<file path="src/rtl/sat_cnt.sv">
// Parameterised-width saturating event counter; sticks at all-ones.
`timescale 1ns/1ps
module sat_cnt #(
    parameter int W = 8
) (
    input  logic         clk,
    input  logic         reset,
    input  logic         inc,
    output logic [W-1:0] cnt
);
    // Count inc pulses, holding once every bit is set.
    always_ff @(posedge clk or posedge reset) begin
        if (reset)
            cnt <= '0;
        else if (inc && !(&cnt))
            cnt <= cnt + W'(1);
    end
endmodule

</file>
<file path="config.mk">
export PLATFORM = sky130hd
export DESIGN_NAME = sat_cnt
export DESIGN_NICKNAME = d
export VERILOG_FILES = /design/src/rtl/sat_cnt.sv
export SDC_FILE = /design/constraint.sdc
export NUM_CORES = 1
export LEC_CHECK = 0
export CELL_PAD_IN_SITES_DETAIL_PLACEMENT = 1
export CELL_PAD_IN_SITES_GLOBAL_PLACEMENT = 1
export CORE_AREA = 2 2 39 41
export DETAILED_ROUTE_END_ITERATION = 8
export DIE_AREA = 0 0 41 43
export MAX_ROUTING_LAYER = met4
export PLACE_DENSITY = 0.77
export SLEW_MARGIN = 20
export SYNTH_ARGS = -nofsm -noshare
export SYNTH_HDL_FRONTEND = slang
export SYNTH_SLANG_ARGS = --single-unit
</file>
<file path="constraint.sdc">
create_clock -name clk -period 3.25 [get_ports clk]
set_clock_uncertainty 0.15 [all_clocks]
set_input_delay 0.65 -clock clk [delete_from_list [all_inputs] [get_ports clk]]
set_output_delay 0.65 -clock clk [all_outputs]
set_load 0.03 [all_outputs]
</file>
==> results_tabular.tex <==
\begin{tabular}{lr}
\hline
Metric & Value \\
\hline
\multicolumn{2}{l}{\textbf{Status}} \\
Run status & finished, final reports clean \\
\multicolumn{2}{l}{\textbf{Worst setup path}} \\
Sort of element at the start of the critical path & register \\
Category of the worst setup path capture point & primary output \\
Startpoint-to-endpoint class of the critical path & register to primary output \\
Crit-path max FO & 7 \\
Slowest stage delay, CP & 0.71 ns \\
Required time at the endpoint of the critical path & 2.45 ns \\
Cells along the critical path & clkdlybuf4s50\_1 \\
R2r worst-path depth & 4 \\
Slowest CP cell & clkdlybuf4s50\_1 \\
Largest delay share family, worst path & buffers and inverters \\
Crit path buffers/inverters & 1 \\
Levels on crit path & 1 \\
Worst EP arrival & 1.42 ns \\
\multicolumn{2}{l}{\textbf{Power}} \\
Total power divided by cell area & 1000 mW/mm\^{}2 \\
Flop pwr share & 36.9\% \\
Combinational cell fraction of total power & 49.3\% \\
Worst ir drop on vdd & 0.389 mV \\
Internal Dissipation & 317 uW \\
Sw Pwr & 245 uW \\
Fraction of power consumed by the clock network & 13.8\% \\
Fraction of power spent switching nets & 43.6\% \\
Leakage power of the design & 0.226 nW \\
\multicolumn{2}{l}{\textbf{Timing}} \\
Fmax & 450 MHz \\
Unrepaired setup endpoints after global routing & false \\
Number of hold-slack violations in the final timing report & 0 \\
Worst slew margin relative to its limit & 79.5\% \\
Worst Tran Pin Value & 0.306 ns \\
Period minus WS final & 2.22 ns \\
Total Neg Setup Slack & 0 ns \\
Portion of the clock cycle consumed by the worst path in the final layout & 68.3\% \\
Number of setup violations in the final report & 0 \\
Number of pins with negative max-slew slack in the final report & 0 \\
\multicolumn{2}{l}{\textbf{Global routing}} \\
First-pass GRT wire length & 1.33 mm \\
Number of global-route vias before repair & 319 \\
Total global routing overflow & 0 \\
Initial antenna violation count & 0 \\
GR Util All Layers & 12.1\% \\
Pin count of the biggest net entering global routing & 9 \\
\multicolumn{2}{l}{\textbf{Synthesis}} \\
Proportion of synthesized chip area in sequential cells & 47.9\% \\
Flops \& latches, synth & 8 \\
Cell accounting for the most synthesized area & dfrtp\_1 \\
Top post-synthesis cells by count & 8 x dfrtp\_1, 3 x a31oi\_1, 3 x xnor2\_1 \\
Area share of the largest cell type after synthesis & 47.9\% \\
Netlist area before placement & 418 sq um \\
Proportion of synthesized flip-flops having asynchronous set or reset & 100\% \\
Mean instance size in the synthesized netlist & 11.9 sq um \\
Post-synth top flop & dfrtp\_1 \\
Syn. warnings & 0 \\
Library cells used by synthesis & 23 \\
Count of flip-flops with a built-in enable after synthesis & 0 \\
Net count after synthesis & 39 \\
Most common cell in the synthesized netlist & dfrtp\_1 \\
Synthesized netlist cell count & 35 \\
Cell types occupying the most area after synthesis & dfrtp\_1 48\%, xnor2\_1 6.3\%, a31oi\_1 4.5\%, mux2\_4 3.6\%, and4bb\_2 3.0\% \\
\multicolumn{2}{l}{\textbf{Floorplanning}} \\
Top Ports & 11 \\
Total die area & 0.00176 sq mm \\
Horizontal die dimension & 41 um \\
Number of placement rows & 14 \\
Core Footprint & 0.00138 sq mm \\
Die height & 43 um \\
Effective utilization at floorplan & 30.2\% \\
\multicolumn{2}{l}{\textbf{Place}} \\
Placer Congestion & 0.719 \\
Port bufs & 10 \\
\multicolumn{2}{l}{\textbf{Routing}} \\
Routed vias & 321 \\
Detailed Route Iter0 Violations & 3 \\
Total Wirelength & 826 um \\
Per-cell via count in the routed design & 5.02 \\
ANT nets after route & 0 \\
Length of the first detailed-routing pass in iterations & 4 \\
Number of DRC violations after detailed routing & 0 \\
Post-DR wirelength/cell & 12.9 um \\
\multicolumn{2}{l}{\textbf{Clock network}} \\
Skew-Pair Late Insertion Delay & 0.25 ns \\
Clock Path Buffers & 2 \\
Clock-pin slew of the registers on the worst-case setup and hold paths & 0.06 ns \\
Clock buffers created by TritonCTS & 3 \\
Number of levels in the clock H-tree & 1 \\
Resized Gates After CTS & 0 \\
Cts hold-fix bufs & 0 \\
Clock sink count & 8 \\
Clock tree from TritonCTS & done \\
Post-CTS setup buffer count & 0 \\
Root buf cell & clkbuf\_4 \\
\multicolumn{2}{l}{\textbf{Hold path}} \\
Type of the worst min-delay path & register to register \\
Hold path depth & 1 \\
\multicolumn{2}{l}{\textbf{Job}} \\
Number of max-cap violations & 0 \\
\multicolumn{2}{l}{\textbf{Finish}} \\
Net total in the final layout & 54 \\
Growth of design area from synthesis to finish & 34.1\% \\
Biggest regs & cnt x8 \\
Fillers & 164 \\
Final standard cell utilization of the core & 40.5\% \\
Largest register FFs & 8 \\
Diodes inserted & 0 \\
Register with the most flip-flops & cnt \\
Fraction of layout cells with a size suffix above 1 & 20.8\% \\
\hline
\end{tabular}
[power by group through the flow]
stage / clock [mW] / sequential (mW) / combinational [mW]
after global placement: 0 / 0.207 / 0.274
after floorplan: 0 / 0.284 / 0.0879
after detailed placement: 0 / 0.210 / 0.279
after CTS: 0.0829 / 0.208 / 0.280
after global routing: 0.0856 / 0.216 / 0.296
final: 0.0773 / 0.208 / 0.277
[stage by stage]
step / worst slack (ns) / hold slack [ns] / instance area (sq um) / power, mW / cells
floorplan: 1.56 / 0.316 / 418 / 0.372 / 35
global placement: 1.20 / 0.371 / 538 / 0.481 / 61
detailed placement: 1.17 / 0.365 / 538 / 0.488 / 61
CTS: 1.01 / 0.379 / 561 / 0.571 / 64
global route: 0.964 / 0.415 / 561 / 0.597 / 64
finish: 1.03 / 0.374 / 561 / 0.562 / 64
[per-layer routing]
layer | global-route usage (%) | up-vias | share of wire [%]
met1 | 14.6 | 153 | 46
met5 | - | - | 0
li1 | - | 159 | -
met2 | 15.3 | 7 | 50
met4 | 12.0 | 0 | 0.97
met3 | 3.14 | 2 | 2.8
[logic make-up after synthesis]
logic type | after synthesis | synth area share [%]
AO/OA/AOI/OAI | 7 | 10.8
XOR/XNOR | 4 | 8.38
adder cells (fa/ha/maj) | 1 | 2.99
buffers and inverters | 1 | 0.897
flip-flops | 8 | 47.9
multiplexers | 2 | 6.29
AND/OR/NAND/NOR | 12 | 22.8
[cell type report]
type / count / area [sq um] / area share, %
Clock buffer: 3 / 22.5 / 4.02
Timing Repair Buffer: 10 / 100 / 17.9
Inverter: 1 / 3.75 / 0.670
Tap cell: 16 / 20.0 / 3.57
Multi-Input combinational cell: 26 / 214 / 38.2
Sequential cell: 8 / 200 / 35.7
[layout by cell type, fill, tap and decap left out, drive strengths merged]
master	instances
and2	2
o21ai	2
and3	1
nand3	3
nand2b	1
xor2	1
a21oi	1
clkbuf	3
clkdlybuf4s50	10
and4bb	1
mux2	2
xnor2	3
o211ai	1
inv	1
ha	1
dfrtp	8
nor2	1
and4	1
nand4	2
a31oi	3
[final timing paths]
check	end	slack, ns	from
setup / recovery	cnt[6]	1.03	cnt[6]
hold / removal	cnt[0]	0.37	cnt[0]
setup reg to reg	cnt[1]	1.67	cnt[0]
hold reg to reg	cnt[0]	0.37	cnt[0]
max in group asynchronous	cnt[6]	2.23	reset
min in group asynchronous	cnt[0]	0.49	reset
Note: power is estimated with default switching activity, not from simulation.
